File: config.mk
export PLATFORM = sky130hd
export DESIGN_NAME = sram_audio_sequencer_flat
export DESIGN_NICKNAME = d
export VERILOG_FILES = /design/src/rtl/sram_audio_sequencer_if.sv /design/src/rtl/sram_audio_sequencer.sv /design/src/flat_wrapper.sv
export SDC_FILE = /design/constraint.sdc
export NUM_CORES = 1
export LEC_CHECK = 0
export BUFFER_PORTS_ARGS = -buffer_cell sky130_fd_sc_hd__buf_2
export CORE_UTILIZATION = 56
export DETAILED_ROUTE_END_ITERATION = 8
export PLACE_DENSITY = 0.8
export SLEW_MARGIN = 20
export SYNTH_ARGS = -nofsm -noshare
export SYNTH_HDL_FRONTEND = slang
export SYNTH_SLANG_ARGS = --single-unit
File: constraint.sdc
create_clock -name iCLK -period 6.5 [get_ports iCLK]
set_input_delay 0.65 -clock iCLK [delete_from_list [all_inputs] [get_ports iCLK]]
set_output_delay 0.65 -clock iCLK [all_outputs]
set_load 0.02 [all_outputs]
File: src/rtl/sram_audio_sequencer_if.sv
// SRAM pin bundle between the audio sequencer (master) and the SRAM / DQ tristate pad logic (slave).
interface sram_audio_sequencer_if #(
    parameter int ADDR_W = 18,
    parameter int DATA_W = 16
);
    logic [ADDR_W-1:0] oSRAM_ADDR;
    logic [DATA_W-1:0] oSRAM_WDATA;
    logic [DATA_W-1:0] iSRAM_RDATA;
    logic              oSRAM_WE_N;
    logic              oSRAM_OE_N;
    logic              oSRAM_DQ_OE;

    modport master (
        output oSRAM_ADDR, oSRAM_WDATA, oSRAM_WE_N, oSRAM_OE_N, oSRAM_DQ_OE,
        input  iSRAM_RDATA
    );

    modport slave (
        input  oSRAM_ADDR, oSRAM_WDATA, oSRAM_WE_N, oSRAM_OE_N, oSRAM_DQ_OE,
        output iSRAM_RDATA
    );
endinterface

File: src/rtl/sram_audio_sequencer.sv
// Shares one SRAM between stereo record and playback: one left/right access pair per LRCK frame.
// Define AUDSEQ_LOOP_EN to make playback wrap to address 0 instead of stopping at the recorded length.
module sram_audio_sequencer #(
    parameter int ADDR_W   = 18,
    parameter int DATA_W   = 16,
    parameter int WAIT_CYC = 2
) (
    input  logic                   iCLK,
    input  logic                   iRST,
    input  logic                   iLRCK,
    input  logic                   iREC,
    input  logic                   iPLAY,
    input  logic [DATA_W-1:0]      iIN_L,
    input  logic [DATA_W-1:0]      iIN_R,
    output logic [DATA_W-1:0]      oOUT_L,
    output logic [DATA_W-1:0]      oOUT_R,
    sram_audio_sequencer_if.master sram,
    output logic [ADDR_W-1:0]      oREC_LEN,
    output logic                   oFULL,
    output logic                   oOVERRUN
);
    typedef enum logic [1:0] {IDLE, ACC_L, ACC_R} state_t;
    typedef enum logic [1:0] {MODE_OFF, MODE_REC, MODE_PLAY} mode_t;

    localparam int                CNT_W    = (WAIT_CYC > 1) ? $clog2(WAIT_CYC) : 1;
    localparam logic [CNT_W-1:0]  CNT_LAST = CNT_W'(WAIT_CYC - 1);
    localparam logic [CNT_W-1:0]  CNT_MID  = CNT_W'(WAIT_CYC / 2);
    localparam logic [ADDR_W-1:0] PTR_LAST = {{(ADDR_W-1){1'b1}}, 1'b0};
    localparam logic [ADDR_W-1:0] PTR_STEP = ADDR_W'(2);

    state_t            state_q, state_d;
    mode_t             mode_q, mode_new, acc_mode;
    logic [CNT_W-1:0]  cnt_q, cnt_d;
    logic [ADDR_W-1:0] ptr_q, ptr_eff, ptr_cur, ptr_inc, len_eff, addr_d;
    logic [DATA_W-1:0] smp_l_q, smp_r_q, rd_l_q, wdata_d;
    logic              lrck_s1, lrck_s2, lrck_d, frame_req;
    logic              mode_chg, full_eff, done_q, done_eff, go, acc_last;
    logic              rec_acc, play_acc, we_n_d, oe_n_d, dq_oe_d;

    // Write strobe sits inside the access so address and data have setup and hold around it.
    function automatic logic we_slot(input logic [CNT_W-1:0] c);
        if (WAIT_CYC >= 3) return (c != '0) && (c != CNT_LAST);
        return c == CNT_MID;
    endfunction

    assign frame_req = lrck_s2 & ~lrck_d;
    assign acc_last  = (cnt_q == CNT_LAST);
    assign ptr_inc   = ptr_q + PTR_STEP;

    always_ff @(posedge iCLK or posedge iRST) begin
        if (iRST) begin
            lrck_s1 <= 1'b0;
            lrck_s2 <= 1'b0;
            lrck_d  <= 1'b0;
        end else begin
            // NOTE: non-blocking so each synchroniser stage takes the previous stage's pre-edge value.
            lrck_s1 <= iLRCK;
            lrck_s2 <= lrck_s1;
            lrck_d  <= lrck_s2;
        end
    end

    // Frame-start view of pointer and flags once a mode change has been applied.
    always_comb begin
        // NOTE: every always_comb output gets a default first so no path leaves a latch behind.
        mode_new = MODE_OFF;
        if (iREC)       mode_new = MODE_REC;
        else if (iPLAY) mode_new = MODE_PLAY;
        mode_chg = (mode_new != mode_q);
        ptr_eff  = mode_chg ? '0 : ptr_q;
        done_eff = mode_chg ? 1'b0 : done_q;
        full_eff = (mode_chg && mode_new == MODE_REC) ? 1'b0 : oFULL;
        len_eff  = (mode_chg && mode_new == MODE_REC) ? '0 : oREC_LEN;
        unique case (mode_new)
            MODE_REC:  go = !full_eff;
            MODE_PLAY: go = (full_eff || len_eff != '0) && !done_eff;
            default:   go = 1'b0;
        endcase
    end

    always_comb begin
        state_d = state_q;
        cnt_d   = cnt_q;
        unique case (state_q)
            IDLE: if (frame_req && go) begin
                state_d = ACC_L;
                cnt_d   = '0;
            end
            ACC_L: if (acc_last) begin
                state_d = ACC_R;
                cnt_d   = '0;
            end else cnt_d = cnt_q + 1'b1;
            ACC_R: if (acc_last) begin
                state_d = IDLE;
                cnt_d   = '0;
            end else cnt_d = cnt_q + 1'b1;
            default: state_d = IDLE;
        endcase

        // SRAM pins are registered from the next state so they change only on iCLK edges.
        acc_mode = (state_q == IDLE) ? mode_new : mode_q;
        ptr_cur  = (state_q == IDLE) ? ptr_eff : ptr_q;
        rec_acc  = (state_d != IDLE) && (acc_mode == MODE_REC);
        play_acc = (state_d != IDLE) && (acc_mode == MODE_PLAY);
        addr_d   = sram.oSRAM_ADDR;
        wdata_d  = sram.oSRAM_WDATA;
        if (state_d == ACC_L) begin
            addr_d  = ptr_cur;
            wdata_d = (state_q == IDLE) ? iIN_L : smp_l_q;
        end else if (state_d == ACC_R) begin
            addr_d  = ptr_cur + ADDR_W'(1);
            wdata_d = smp_r_q;
        end
        we_n_d  = !(rec_acc && we_slot(cnt_d));
        oe_n_d  = !play_acc;
        dq_oe_d = rec_acc;
    end

    always_ff @(posedge iCLK or posedge iRST) begin
        if (iRST) begin
            state_q          <= IDLE;
            cnt_q            <= '0;
            sram.oSRAM_ADDR  <= '0;
            sram.oSRAM_WDATA <= '0;
            sram.oSRAM_WE_N  <= 1'b1;
            sram.oSRAM_OE_N  <= 1'b1;
            sram.oSRAM_DQ_OE <= 1'b0;
        end else begin
            state_q          <= state_d;
            cnt_q            <= cnt_d;
            sram.oSRAM_ADDR  <= addr_d;
            sram.oSRAM_WDATA <= wdata_d;
            sram.oSRAM_WE_N  <= we_n_d;
            sram.oSRAM_OE_N  <= oe_n_d;
            sram.oSRAM_DQ_OE <= dq_oe_d;
        end
    end

    always_ff @(posedge iCLK or posedge iRST) begin
        if (iRST) begin
            mode_q   <= MODE_OFF;
            ptr_q    <= '0;
            oREC_LEN <= '0;
            oFULL    <= 1'b0;
            done_q   <= 1'b0;
            oOVERRUN <= 1'b0;
            smp_l_q  <= '0;
            smp_r_q  <= '0;
            rd_l_q   <= '0;
            oOUT_L   <= '0;
            oOUT_R   <= '0;
        end else begin
            oOVERRUN <= frame_req && (state_q != IDLE);
            if (state_q == IDLE && frame_req) begin
                mode_q   <= mode_new;
                ptr_q    <= ptr_eff;
                oREC_LEN <= len_eff;
                oFULL    <= full_eff;
                done_q   <= done_eff;
                if (go && mode_new == MODE_REC) begin
                    smp_l_q <= iIN_L;
                    smp_r_q <= iIN_R;
                end
                if (!(go && mode_new == MODE_PLAY)) begin
                    oOUT_L <= '0;
                    oOUT_R <= '0;
                end
            end
            if (state_q == ACC_L && acc_last) rd_l_q <= sram.iSRAM_RDATA;
            if (state_q == ACC_R && acc_last) begin
                ptr_q <= ptr_inc;
                if (mode_q == MODE_REC) begin
                    oREC_LEN <= ptr_inc;
                    if (ptr_q == PTR_LAST) oFULL <= 1'b1;
                end else if (mode_q == MODE_PLAY) begin
                    oOUT_L <= rd_l_q;
                    oOUT_R <= sram.iSRAM_RDATA;
                    if (ptr_inc == oREC_LEN) begin
`ifdef AUDSEQ_LOOP_EN
                        ptr_q <= '0;
`else
                        done_q <= 1'b1;
`endif
                    end
                end
            end
        end
    end
endmodule

File: src/flat_wrapper.sv
// flat-port wrapper written by rule: the top's interface ports become plain ports
module sram_audio_sequencer_flat 
#(
    parameter int ADDR_W   = 18,
    parameter int DATA_W   = 16,
    parameter int WAIT_CYC = 2
)
  (iCLK, iRST, iLRCK, iREC, iPLAY, iIN_L, iIN_R, oOUT_L, oOUT_R, oREC_LEN, oFULL, oOVERRUN, sram_oSRAM_ADDR, sram_oSRAM_WDATA, sram_oSRAM_WE_N, sram_oSRAM_OE_N, sram_oSRAM_DQ_OE, sram_iSRAM_RDATA);
  sram_audio_sequencer_if #(.ADDR_W(ADDR_W), .DATA_W(DATA_W)) sram_i ();
  input  logic iCLK;
  input  logic iRST;
  input  logic iLRCK;
  input  logic iREC;
  input  logic iPLAY;
  input  logic [DATA_W-1:0] iIN_L;
  input  logic [DATA_W-1:0] iIN_R;
  output logic [DATA_W-1:0] oOUT_L;
  output logic [DATA_W-1:0] oOUT_R;
  output logic [ADDR_W-1:0] oREC_LEN;
  output logic oFULL;
  output logic oOVERRUN;
  output wire logic [$bits(sram_i.oSRAM_ADDR)-1:0] sram_oSRAM_ADDR;
  output wire logic [$bits(sram_i.oSRAM_WDATA)-1:0] sram_oSRAM_WDATA;
  output wire logic [$bits(sram_i.oSRAM_WE_N)-1:0] sram_oSRAM_WE_N;
  output wire logic [$bits(sram_i.oSRAM_OE_N)-1:0] sram_oSRAM_OE_N;
  output wire logic [$bits(sram_i.oSRAM_DQ_OE)-1:0] sram_oSRAM_DQ_OE;
  input wire logic [$bits(sram_i.iSRAM_RDATA)-1:0] sram_iSRAM_RDATA;
  assign sram_oSRAM_ADDR = sram_i.oSRAM_ADDR;
  assign sram_oSRAM_WDATA = sram_i.oSRAM_WDATA;
  assign sram_oSRAM_WE_N = sram_i.oSRAM_WE_N;
  assign sram_oSRAM_OE_N = sram_i.oSRAM_OE_N;
  assign sram_oSRAM_DQ_OE = sram_i.oSRAM_DQ_OE;
  assign sram_i.iSRAM_RDATA = sram_iSRAM_RDATA;
  sram_audio_sequencer #(.ADDR_W(ADDR_W), .DATA_W(DATA_W), .WAIT_CYC(WAIT_CYC)) u_core (.iCLK(iCLK), .iRST(iRST), .iLRCK(iLRCK), .iREC(iREC), .iPLAY(iPLAY), .iIN_L(iIN_L), .iIN_R(iIN_R), .oOUT_L(oOUT_L), .oOUT_R(oOUT_R), .sram(sram_i), .oREC_LEN(oREC_LEN), .oFULL(oFULL), .oOVERRUN(oOVERRUN));
endmodule
# After elaboration in Yosys (flattened, before gate mapping)
# Index checks and enable logic that the tools add are counted.
word_totals:
  reg_bits: 164
  elab_cells: 109
  out_inout_bits: 89
  inputBits: 53
op_classes:
  mux: 45
  bitwise_logic: 2
  reduce_logical: 25
  eq_ne: 13
  addsub: 3
ops:
  columns: ["op", "n"]
  rows:
  - ["2-to-1 mux 16 bit", 13]
  - ["2-to-1 mux 18 bit", 10]
  - ["adder 18 x 1 -> 18 bit, second input constant", 1]
  - ["adder 18 x 2 -> 18 bit, second input constant", 1]
  - ["equality test 18 bit", 1]
  - ["equality test 18 bit, second input constant", 1]
  - ["nonzero test 18 bit", 1]
  - ["2-to-1 mux 1 bit", 13]
  - ["logical AND 1 bit", 12]
  - ["2-to-1 mux 2 bit", 6]
  - ["equality test 2 x 1 -> 1 bit, second input constant", 5]
  - ["equality test 2 bit, second input constant", 5]
  - ["nonzero test 2 bit", 4]
  - ["one-hot mux 2 bit (3 select lines)", 1]
  - ["logical NOT 1 bit", 4]
  - ["one-hot mux 1 bit (2 select lines)", 2]
  - ["logical NOT 2 bit", 1]
  - ["inequality test 2 bit", 1]
  - ["AND reduction 2 bit", 1]
  - ["OR reduction 2 bit", 1]
  - ["adder 1 bit, second input constant", 1]
  - ["bitwise AND 1 bit", 1]
  - ["logical OR 1 bit", 1]
  - ["inverter 1 bit", 1]

# Logic depth before layout (Yosys ltp)
# Gate-level depths: netlist of the first run.
depth:
  depth_word: 16
  mapped_depth: 14
  ltp_nobuf: 13

# Least setup slack after synthesis of the first run
# No wires, ideal clock.
synth_path:
  path_kind: "register to register"
  startpoint: "reg u_core.oREC_LEN[10]"
  endpoint: "reg u_core.sram.oSRAM_ADDR[12]"
  period_less_slack_ps: 3352
  arrival_ps: 3215
  path_slack_ps: 3148
  path_stages_with_launch: 14
  path_cell_list: "dfrtp_1 -> nor4_1 -> nand4_1 -> o41ai_1 -> a21oi_1 -> nand2b_1 -> a211o_1 -> ha_1 -> and4b_1 -> and3_1 -> nor4bb_1 -> nand2_1 -> xnor2_1 -> a21oi_1"
synth_via:
  elab_chain_len: 10
  elab_cells_between_ends: 12
synth_lines:
  columns: ["item", "line_no", "rtl"]
  rows:
  - ["from (decl)", "sram_audio_sequencer.sv:18", "output logic [ADDR_W-1:0] oREC_LEN,"]
  - ["from (signal assigned)", "sram_audio_sequencer.sv:157", "oREC_LEN <= len_eff;"]
  - ["from (signal assigned)", "sram_audio_sequencer.sv:173", "oREC_LEN <= ptr_inc;"]
  - ["2-to-1 mux 18 bit (*)", "sram_audio_sequencer.sv:73", "len_eff = (mode_chg && mode_new == MODE_REC) ? '0 : oREC_LEN;"]
  - ["nonzero test 18 bit (*)", "sram_audio_sequencer.sv:76", "MODE_PLAY: go = (full_eff || len_eff != '0) && !done_eff;"]
  - ["logical OR 1 bit (*)", "sram_audio_sequencer.sv:76", null]
  - ["logical AND 1 bit (*)", "sram_audio_sequencer.sv:76", null]
  - ["one-hot mux 1 bit (2 select lines) (*)", "sram_audio_sequencer.sv:74", "unique case (mode_new)"]
  - ["logical AND 1 bit (*)", "sram_audio_sequencer.sv:85", "IDLE: if (frame_req && go) begin"]
  - ["2-to-1 mux 2 bit (*)", "sram_audio_sequencer.sv:85", null]
  - ["one-hot mux 2 bit (3 select lines) (*)", "sram_audio_sequencer.sv:84", "unique case (state_q)"]
  - ["equality test 2 x 1 -> 1 bit / equality test 2 bit (equally long branches)", "sram_audio_sequencer.sv:107, sram_audio_sequencer.sv:110", null]
  - ["2-to-1 mux 18 bit / nonzero test 2 bit (equally long branches)", null, null]
  - ["to (signal assigned)", "sram_audio_sequencer.sv:131", "sram.oSRAM_ADDR <= addr_d;"]
  - ["to (decl)", "sram_audio_sequencer_if.sv:14", "output oSRAM_ADDR, oSRAM_WDATA, oSRAM_WE_N, oSRAM_OE_N, oSRAM_DQ_OE,"]
# Every way passes the cells marked *; elsewhere a longest branch is shown, timed or not.
# A chain may end at the register's enable or synchronous reset.

# Worst setup path after layout of the first run
layout_path:
  startpoint: "reg u_core.oREC_LEN[0]"
  endpoint: "reg u_core.sram.oSRAM_ADDR[16]"
# Same word-level chain as after synthesis.

==> results.rst, run 1 <==
.. list-table::
   :header-rows: 1

   * - Metric
     - Value
   * - Vias per inst
     - about 6
   * - Setup skew after layout
     - 16.5 ps
   * - Category of the worst setup path capture point
     - flop
   * - Die Outline Area
     - between 10000 and 15000 µm²
   * - Clock transition at the registers of the reported paths
     - 70 ps
   * - Design Power
     - 4.46 mW
   * - Min-Delay Path Class
     - in2reg
   * - Syn avg cell area
     - 10.9 µm²
   * - Internal power consumption
     - 2.73 mW
   * - Sequential group share of total power
     - 0.361
   * - Crit-path cells
     - nor4_1 > nand4_1 > o41ai_1 > a21oi_1 > nand2b_1 > a211o_1 > ha_1 > and4b_1 > and3_1 > nand4_1 > nor4_1 > xnor2_1 > o22ai_1
   * - Static Leakage
     - about 4.3 nW
   * - Max-slew headroom at the worst pin
     - 0.244
   * - Final worst path period share
     - 0.643
   * - Net switching power
     - 1.73 mW
   * - Most instantiated flip-flop cell in the synthesis netlist
     - sky130_fd_sc_hd__dfrtp_1
   * - Clock Tree Buf Depth
     - 2
   * - Area contributors post-synth
     - sky130_fd_sc_hd__dfrtp_1 51%, sky130_fd_sc_hd__mux2_2 9.4%, sky130_fd_sc_hd__a22o_1 3.5%
   * - #FFs+latches synth
     - 164
   * - TritonCTS clock tree
     - done
   * - Worst VDD drop
     - 0.356 mV
   * - DPL Wire Length
     - between 10 and 15 mm
   * - Startpoint Class
     - flop
   * - Max capacitance violation total
     - 0
   * - Setup TNS Final
     - 0 ps
   * - Proportion of power drawn by the clock network
     - 0.236
   * - Data required time at the worst endpoint
     - 6800 ps
   * - DRC violation count after routing
     - 0
   * - Total of buffers placed on input and output ports
     - 141
   * - Stage delay of the slowest cell on the critical path
     - 640 ps
   * - Maximum number of pins on one net before global-route repair
     - 84
   * - Starting Density
     - 0.574
   * - Count of distinct cell types in the synthesized netlist
     - 58
   * - Largest delay share family, worst path
     - simple AND/OR/NAND/NOR gates
   * - Number of synthesized flops with an enable pin
     - 0
   * - First element of the critical path
     - u_core.oREC_LEN[0]$_DFF_PP0_
   * - Cell count after synthesis
     - 731
   * - Sw Ratio
     - 0.387
   * - Tot GR Track Use
     - 0.291
   * - Setup repair after global routing missed its margin
     - false
   * - First-pass detailed-route iteration total
     - 5
   * - Synth warn
     - 0
   * - Routability-driven placement congestion ratio
     - 0.988
   * - Type of the worst setup path
     - reg2reg
   * - Number of hold-repair buffers added at the cts stage
     - 0
   * - Worst reg2reg path startpoint
     - u_core.oREC_LEN[0]$_DFF_PP0_
   * - Total gr overflow
     - 0
   * - Worst skew pair latency
     - 430 ps
   * - Detail Route Antenna Nets
     - 0
   * - Vias in the first global route
     - around 6100
   * - Number of antenna violations at the first check in global routing
     - 0
   * - Part of the Yosys area used for sequential elements
     - 0.518
   * - I/O pin total
     - roughly 140
   * - Worst path setup slack after routing
     - 2320 ps
   * - Post-CTS setup buffers
     - 0
   * - Area of the placeable core
     - 13800 µm²
   * - Proportion of synthesized flip-flops having asynchronous set or reset
     - 1.00
   * - Number of levels the H-tree was split into
     - 4
   * - Global-route wire length before repair
     - 32.6 mm
   * - Average wire per standard cell
     - 20.0 µm
   * - Combined area of all synthesized cells
     - about 7900 µm²
   * - Actual transition at the worst max-transition pin
     - 1130 ps
   * - Slowest CP cell
     - sky130_fd_sc_hd__o41ai_1
   * - Proportion of layout cells with a drive suffix above 1
     - 0.312
   * - Horizontal extent of the die
     - 121 µm
   * - Area added between synthesis and finish
     - 17.6%
   * - Achievable clock frequency
     - roughly 240 MHz
   * - Run status
     - finished, final reports clean
   * - Worst Path Buf+Inv
     - 0
   * - Area fraction of the dominant cell type after synthesis
     - 0.511
   * - Diode count
     - 0
   * - Routed WL
     - 20.8 mm
   * - Setup Slack @ Placement
     - 2450 ps
   * - Number of nets in the synthesized netlist
     - a little under 800
   * - Final setup violation count
     - 0
   * - # nets final
     - 908
   * - Final max-slew violation count
     - 0
   * - Min Clock Period, post-route
     - about 4200 ps
   * - Root Buffer Master
     - sky130_fd_sc_hd__clkbuf_16
   * - Number of instances resized during post-cts repair
     - 0
   * - Die Ht
     - about 120 µm
   * - Detailed-route via count
     - 6353
   * - Part of the power in combinational logic
     - 0.403
   * - Library cell with the largest summed area after synthesis
     - sky130_fd_sc_hd__dfrtp_1
   * - Standard-cell rows
     - 43
   * - Total clock buffers created by CTS
     - 17
   * - Cell Pwr Density
     - 478 nW/µm²
   * - Data arrival time at the worst-slack endpoint
     - roughly 4500 ps
   * - Maximum fanout encountered on the critical timing path
     - 5
   * - CTS sink count
     - 164
   * - Critical hold path startpoint
     - iLRCK
   * - Drt first-iter violations
     - 598
   * - Final hold vios
     - 0
-- stage by stage --
stage	instances	util	hold slack, ps	area [µm²]
final	1039	0.675	331	9330
after CTS	1039	0.674	324	9320
after detailed placement	1007	0.629	350	8700
after global placement	1007	0.629	338	8700
after global routing	1039	0.675	325	9330
after floorplan	731	-	331	7930
-- area by class of cell --
| class | instances | area, µm² |
|---|---|---|
| clock inverters | 13 | 166 |
| clock buffers | 19 | 453 |
| repair buffers | 150 | 777 |
| flip-flops and latches | 164 | 4110 |
| well taps | 180 | 225 |
| fillers | 1029 | 4500 |
| multi-input cells | 490 | 3510 |
| inverters | 23 | 91.3 |
-- power groups by stage --
stage          sequential (mW)  clock, mW  combinational (mW)
2_1_floorplan             1.75          0                1.15
3_3_place_gp              1.59          0                1.74
3_5_place_dp              1.62          0                1.79
4_1_cts                   1.61       1.06                1.80
5_1_grt                   1.65       1.10                1.95
6_report                  1.61       1.05                1.80
-- path summary, 6_finish.rpt --
kind                                                     endpoint  depth (start not counted)  slack [ps]
max                        u_core.sram.oSRAM_ADDR[16]$_DFFE_PP0P_                         13        2320
min                                      u_core.lrck_s1$_DFF_PP0_                          1         330
max reg2reg                u_core.sram.oSRAM_ADDR[16]$_DFFE_PP0P_                         13        2320
min reg2reg                              u_core.lrck_s2$_DFF_PP0_                          0         360
max in group asynchronous            u_core.oREC_LEN[8]$_DFF_PP0_                          3        4970
min in group asynchronous           u_core.smp_l_q[1]$_DFFE_PP0P_                          2         340
-- Yosys cell counts (4+ instances only) --
cell type                  instances
sky130_fd_sc_hd__nand4_1          12
sky130_fd_sc_hd__clkbuf_1         38
sky130_fd_sc_hd__ha_1              9
sky130_fd_sc_hd__nor2_1           50
sky130_fd_sc_hd__mux2i_1          19
sky130_fd_sc_hd__buf_2             7
sky130_fd_sc_hd__o41ai_1           5
sky130_fd_sc_hd__mux2_2           66
sky130_fd_sc_hd__nand3_1          34
sky130_fd_sc_hd__or3_1             4
sky130_fd_sc_hd__inv_1            23
sky130_fd_sc_hd__nand2b_1          8
sky130_fd_sc_hd__nor2b_1           7
sky130_fd_sc_hd__nor4_1            8
sky130_fd_sc_hd__a21oi_1          35
sky130_fd_sc_hd__and3_1            5
sky130_fd_sc_hd__a31oi_1           8
sky130_fd_sc_hd__a22o_1           32
sky130_fd_sc_hd__o22ai_1          10
sky130_fd_sc_hd__dfrtp_1         162
sky130_fd_sc_hd__buf_1             4
sky130_fd_sc_hd__o21ai_0          45
sky130_fd_sc_hd__nand2_1          36
sky130_fd_sc_hd__o31ai_1           6
sky130_fd_sc_hd__xnor2_1          32
sky130_fd_sc_hd__nor3_1            8
sky130_fd_sc_hd__xor2_1           12
-- worst register-to-register path, stage by stage (launching register included) --
cell                       delay, ps
sky130_fd_sc_hd__dfrtp_1         430
sky130_fd_sc_hd__nor4_1          410
sky130_fd_sc_hd__nand4_1         180
sky130_fd_sc_hd__o41ai_1         640
sky130_fd_sc_hd__a21oi_1         180
sky130_fd_sc_hd__nand2b_1        210
sky130_fd_sc_hd__a211o_1         340
sky130_fd_sc_hd__ha_1            280
sky130_fd_sc_hd__and4b_1         320
sky130_fd_sc_hd__and3_1          220
sky130_fd_sc_hd__nand4_1         210
sky130_fd_sc_hd__nor4_1          390
sky130_fd_sc_hd__xnor2_1         180
sky130_fd_sc_hd__o22ai_1          90
-- registers in the layout, indices dropped and copies added (netlist names), 16 cells and up --
register	cells
u_core.ptr_q	18
u_core.rd_l_q	16
u_core.smp_r_q	16
u_core.sram.oSRAM_ADDR	18
u_core.smp_l_q	16
u_core.oOUT_R	16
u_core.oOUT_L	16
u_core.sram.oSRAM_WDATA	16
u_core.oREC_LEN	18
-- per-layer routing --
metal  up-vias  track usage  share of wire
met5         -            0              0
met4         0       0.0988          0.017
met3        34       0.0738          0.082
met2       299        0.434           0.46
met1      3157        0.412           0.44
li1       2863            -              -
-- layout by cell type, fill, tap and decap left out, drive strengths merged, types with 2 or more instances in the layout --
| cell type | netlist | routed |
|---|---|---|
| a22o | 32 | 32 |
| xor2 | 12 | 12 |
| ha | 9 | 9 |
| and4bb | 2 | 2 |
| nor2 | 51 | 51 |
| o22ai | 10 | 10 |
| nor4 | 9 | 9 |
| and2 | 2 | 2 |
| a211oi | 2 | 2 |
| or4 | 3 | 3 |
| mux2 | 66 | 66 |
| o31ai | 7 | 7 |
| o21ai | 45 | 45 |
| dfstp | 2 | 2 |
| nand3b | 2 | 2 |
| inv | 23 | 29 |
| a21oi | 35 | 35 |
| a32oi | 2 | 2 |
| dfrtp | 162 | 162 |
| o21bai | 2 | 2 |
| xnor2 | 32 | 32 |
| a31oi | 8 | 8 |
| mux2i | 19 | 19 |
| and4 | 2 | 2 |
| bufinv | 0 | 2 |
| buf | 16 | 150 |
| nand3 | 37 | 37 |
| o41ai | 5 | 5 |
| clkinv | 0 | 4 |
| or3 | 4 | 4 |
| and3 | 5 | 5 |
| a32o | 2 | 2 |
| o211ai | 2 | 2 |
| clkbuf | 38 | 19 |
| nand4 | 13 | 13 |
| nor3 | 8 | 8 |
| o2111ai | 2 | 2 |
| nand2b | 8 | 8 |
| nor2b | 7 | 7 |
| nand2 | 36 | 36 |
-- logic make-up after synthesis --
family,Yosys count,share of synthesized area
AND/OR/NAND/NOR,191,0.125
flip-flops,164,0.518
AO/OA/AOI/OAI,161,0.135
multiplexers,85,0.118
buffers and inverters,77,0.0413
XOR/XNOR,44,0.0486
adder cells (fa/ha/maj),9,0.0142
(Power assumes the default switching activity.)
==> run 2: changes to the inputs <==
--- a/config.mk
+++ b/config.mk
@@ -5,6 +5,7 @@
 export SDC_FILE = /design/constraint.sdc
 export NUM_CORES = 1
 export LEC_CHECK = 0
+export ABC_AREA = 1
 export BUFFER_PORTS_ARGS = -buffer_cell sky130_fd_sc_hd__buf_2
 export CORE_UTILIZATION = 56
 export DETAILED_ROUTE_END_ITERATION = 8
==> constraint.sdc (replaced) <==
create_clock -name iCLK -period 3.9 [get_ports iCLK]
set_input_delay 0.39 -clock iCLK [delete_from_list [all_inputs] [get_ports iCLK]]
set_output_delay 0.39 -clock iCLK [all_outputs]
set_load 0.02 [all_outputs]
==> run 2 against run 1 <==
- sequential share of layout area fell by 0.70 points
- core utilization grew 0.56 points
- non-clock buffer count increased by 2
- area after synthesis rose by 1.3%
- clock-buffer cell count stayed put
==> results.rst, run 2 <==
.. list-table::
   :header-rows: 1

   * - Metric
     - Value
   * - Run status
     - finished, final reports clean
   * - Starting Density
     - 0.577 (+0.00311)
   * - Actual transition at the worst max-transition pin
     - 631 ps (-501 ps)
   * - Setup slack of the worst register-to-register path
     - 730 ps (-1600 ps)
   * - Routed WL
     - 19.9 mm (-4.1%)
   * - Number of hold-repair buffers added at the cts stage
     - 0 (unchanged)
   * - Number of synthesized flops with an enable pin
     - 0 (unchanged)
   * - Number of instances resized during post-cts repair
     - 0 (unchanged)
   * - Cell Pwr Density
     - 687 nW/µm² (+44%)
   * - Max capacitance violation total
     - 0 (unchanged)
   * - Worst reg2reg path startpoint
     - u_core.oREC_LEN[3]$_DFF_PP0_
   * - Tot GR Track Use
     - 0.283 (-0.00784)
   * - Horizontal extent of the die
     - 122 µm (+0.65%)
   * - Worst skew pair latency
     - 430 ps (about the same)
   * - Top-count cell post-synth
     - sky130_fd_sc_hd__nand2_1
   * - Die Ht
     - 122 µm (+0.65%)
   * - Standard-cell rows
     - 43 (unchanged)
   * - Number of nets in the synthesized netlist
     - 1019 (+28%)
   * - Final setup violation count
     - 0 (unchanged)
   * - Achievable clock frequency
     - 315 MHz (+32%)
   * - First-pass detailed-route iteration total
     - 5 (unchanged)
   * - Max-slew headroom at the worst pin
     - 0.578 (+0.334)
   * - Post-CTS setup buffers
     - 0 (unchanged)
   * - Multi-input gate area in the final layout
     - 3370 µm² (-4.0%)
   * - Final worst path period share
     - 0.813 (+0.171)
   * - Static Leakage
     - 4.82 nW (+11%)
   * - Number of levels the H-tree was split into
     - 4 (unchanged)
   * - Clock Tree Buf Depth
     - 2 (unchanged)
   * - Util after Layout
     - 0.680 (+0.00557)
   * - Worst VDD drop
     - 0.481 mV (+35%)
   * - Post-route worst hold slack
     - 68.9 ps (-262 ps)
   * - Final max-slew violation count
     - 0 (unchanged)
   * - Setup TNS Final
     - 0 ps (unchanged)
   * - Type of the worst setup path
     - reg2reg
   * - Clock transition at the registers of the reported paths
     - 70 ps (about the same)
   * - Proportion of synthesized flip-flops having asynchronous set or reset
     - 1.00 (unchanged)
   * - #FFs+latches synth
     - 164 (unchanged)
   * - Detailed-route via count
     - 7101 (+12%)
   * - Min-Delay Path Class
     - in2reg
   * - Worst path setup slack after routing
     - 728 ps (-1600 ps)
   * - Simple-gate share of the synthesized area
     - 0.251 (+0.125)
   * - DPL Wire Length
     - 13.6 mm (-2.1%)
   * - Setup skew after layout
     - 9.19 ps (-7.34 ps)
   * - First element of the critical path
     - u_core.oREC_LEN[3]$_DFF_PP0_
   * - Combined area of all synthesized cells
     - 8040 µm² (+1.3%)
   * - Area of the placeable core
     - 13900 µm² (+0.78%)
   * - Detail Route Antenna Nets
     - 0 (unchanged)
   * - Syn avg cell area
     - 8.40 µm² (-23%)
   * - Number of antenna violations at the first check in global routing
     - 0 (unchanged)
   * - Storage element area
     - 4110 µm² (unchanged)
   * - Commonest non-fill, non-tap cells in the layout
     - 201 x sky130_fd_sc_hd__nand2_1, 162 x sky130_fd_sc_hd__dfrtp_1, 141 x sky130_fd_sc_hd__buf_2
   * - DRC violation count after routing
     - 0 (unchanged)
   * - Root Buffer Master
     - sky130_fd_sc_hd__clkbuf_16
   * - I/O pin total
     - 142 (unchanged)
   * - Vias per inst
     - 5.56 (-9.1%)
   * - Setup repair after global routing missed its margin
     - false
   * - Parity-gate share of the synthesized area counting xor and xnor cells
     - 0.0129 (-0.0357)
   * - Filler Cells Inserted
     - 1135 (+10%)
   * - Total of buffers placed on input and output ports
     - 141 (unchanged)
   * - Share of cell area taken by muxes after synthesis
     - 0.0224 (-0.0952)
   * - Design Power
     - 6.51 mW (+46%)
   * - Compound-cell area share of the yosys netlist
     - 0.118 (-0.0170)
   * - Drt first-iter violations
     - 741 (+24%)
   * - Leading cell type in the layout, fill and taps excluded
     - sky130_fd_sc_hd__nand2_1
   * - Area contributors post-synth
     - sky130_fd_sc_hd__dfrtp_1 50%, sky130_fd_sc_hd__nand2_1 9.4%, sky130_fd_sc_hd__nand3_1 6.9%
   * - Startpoint Class
     - flop
   * - Category of the worst setup path capture point
     - flop
   * - Share of synthesized cell area in full adder, half adder and majority cells
     - 0.0140 (-0.000186)
   * - Synth warn
     - 0 (unchanged)
   * - Part of the Yosys area used for sequential elements
     - 0.511 (-0.00677)
   * - Maximum fanout encountered on the critical timing path
     - 7 (+2)
   * - Maximum number of pins on one net before global-route repair
     - 116 (+38%)
   * - Vias in the first global route
     - 6756 (+11%)
   * - Critical hold path startpoint
     - iLRCK
   * - Data required time at the worst endpoint
     - 4220 ps (-2580 ps)
   * - Ranking of synthesized cells by instance count
     - 202 x sky130_fd_sc_hd__nand2_1, 162 x sky130_fd_sc_hd__dfrtp_1, 111 x sky130_fd_sc_hd__nand3_1
   * - Global-route wire length before repair
     - 32.6 mm (+0.10%)
   * - Setup Slack @ Placement
     - 783 ps (-1670 ps)
   * - Data arrival time at the worst-slack endpoint
     - 3490 ps (-980 ps)
   * - Cell count after synthesis
     - 957 (+31%)
   * - Total gr overflow
     - 0 (unchanged)
   * - Diode count
     - 0 (unchanged)
   * - Average wire per standard cell
     - 15.6 µm (-22%)
   * - Most instantiated flip-flop cell in the synthesis netlist
     - sky130_fd_sc_hd__dfrtp_1
   * - Largest family of logic cells by synthesized area
     - simple AND/OR/NAND/NOR gates
   * - # nets final
     - 1146 (+26%)
   * - Die Outline Area
     - 14800 µm² (+1.3%)
   * - Count of distinct cell types in the synthesized netlist
     - 41 (-29%)
   * - Proportion of layout cells with a drive suffix above 1
     - 0.218 (-0.0941)
   * - Library cell with the largest summed area after synthesis
     - sky130_fd_sc_hd__dfrtp_1
   * - Routability-driven placement congestion ratio
     - 0.905 (-8.4%)
   * - Area fraction of the dominant cell type after synthesis
     - 0.504 (-0.00668)
   * - Min Clock Period, post-route
     - 3170 ps (-1000 ps)
   * - Final hold vios
     - 0 (unchanged)
   * - Registers with the most flip-flops
     - u_core.oREC_LEN x18, u_core.ptr_q x18, u_core.sram.oSRAM_ADDR x18
   * - TritonCTS clock tree
     - done
   * - CTS sink count
     - 164 (unchanged)
   * - Total clock buffers created by CTS
     - 17 (unchanged)
   * - Area added between synthesis and finish
     - 17.9%
## run 2: final timing paths
| path | endpoint | cells past startpoint |
|---|---|---|
| hold / removal | u_core.lrck_s1$_DFF_PP0_ | 1 |
| hold reg to reg | u_core.lrck_s2$_DFF_PP0_ | 0 |
| min in group asynchronous | u_core.ptr_q[14]$_DFFE_PP0P_ | 3 |
| setup reg to reg | u_core.sram.oSRAM_ADDR[16]$_DFFE_PP0P_ | 19 |
| max in group asynchronous | u_core.oOUT_R[14]$_DFF_PP0_ | 3 |
| setup / recovery | u_core.sram.oSRAM_ADDR[16]$_DFFE_PP0P_ | 19 |
## run 2: layout make-up
type | count | share of cell area
clock buffer | 19 | 0.0467
clock inverter | 13 | 0.0157
inverter | 102 | 0.0408
multi-input combinational | 647 | 0.355
sequential | 164 | 0.433
tap | 180 | 0.0238
timing repair buffer | 152 | 0.0845
## run 2: routing by layer
layer | up-vias | global-route usage | wire length [µm]
met5 | - | 0 | 0
met4 | 0 | 0.0957 | 352
met3 | 28 | 0.0604 | 1320
met2 | 250 | 0.458 | 9570
met1 | 3384 | 0.377 | 8670
li1 | 3439 | - | -
## run 2: logic make-up after synthesis
kind of cell,after synthesis
AOI/OAI and AO/OA,180
xor gates and xnor gates,11
adders and majority gates,9
buffers and inverters,146
DFF,164
muxes,16
and+or+nand+nor,431
## run 2: power breakdown
part	leakage [nW]	switching, mW	total, mW	internal (mW)
logic	2.40	1.53	2.28	0.748
clock network	0.286	0.717	1.69	0.970
registers	2.13	0.336	2.54	2.20
## run 2: worst max-delay path, cell delays in order, from the launching register on
cell,delay [ps]
sky130_fd_sc_hd__dfrtp_1,410
sky130_fd_sc_hd__nor4_1,360
sky130_fd_sc_hd__nand2_1,140
sky130_fd_sc_hd__o21bai_1,230
sky130_fd_sc_hd__nand2_1,100
sky130_fd_sc_hd__nand2_1,90
sky130_fd_sc_hd__nand3_1,70
sky130_fd_sc_hd__nand2_1,80
sky130_fd_sc_hd__nand2_1,100
sky130_fd_sc_hd__ha_1,330
sky130_fd_sc_hd__inv_1,180
sky130_fd_sc_hd__nand2_1,120
sky130_fd_sc_hd__nor2_1,100
sky130_fd_sc_hd__nand3_1,160
sky130_fd_sc_hd__nor2_4,190
sky130_fd_sc_hd__nand2_2,90
sky130_fd_sc_hd__nor2_2,100
sky130_fd_sc_hd__nand3_1,70
sky130_fd_sc_hd__nand3_1,70
sky130_fd_sc_hd__nand2_1,50
## run 2: metrics by stage
step / instance area (µm²) / cells
floorplan: 8040 / 957
global placement: 8880 / 1245
detailed placement: 8880 / 1245
CTS: 9480 / 1277
global route: 9480 / 1277
finish: 9480 / 1277
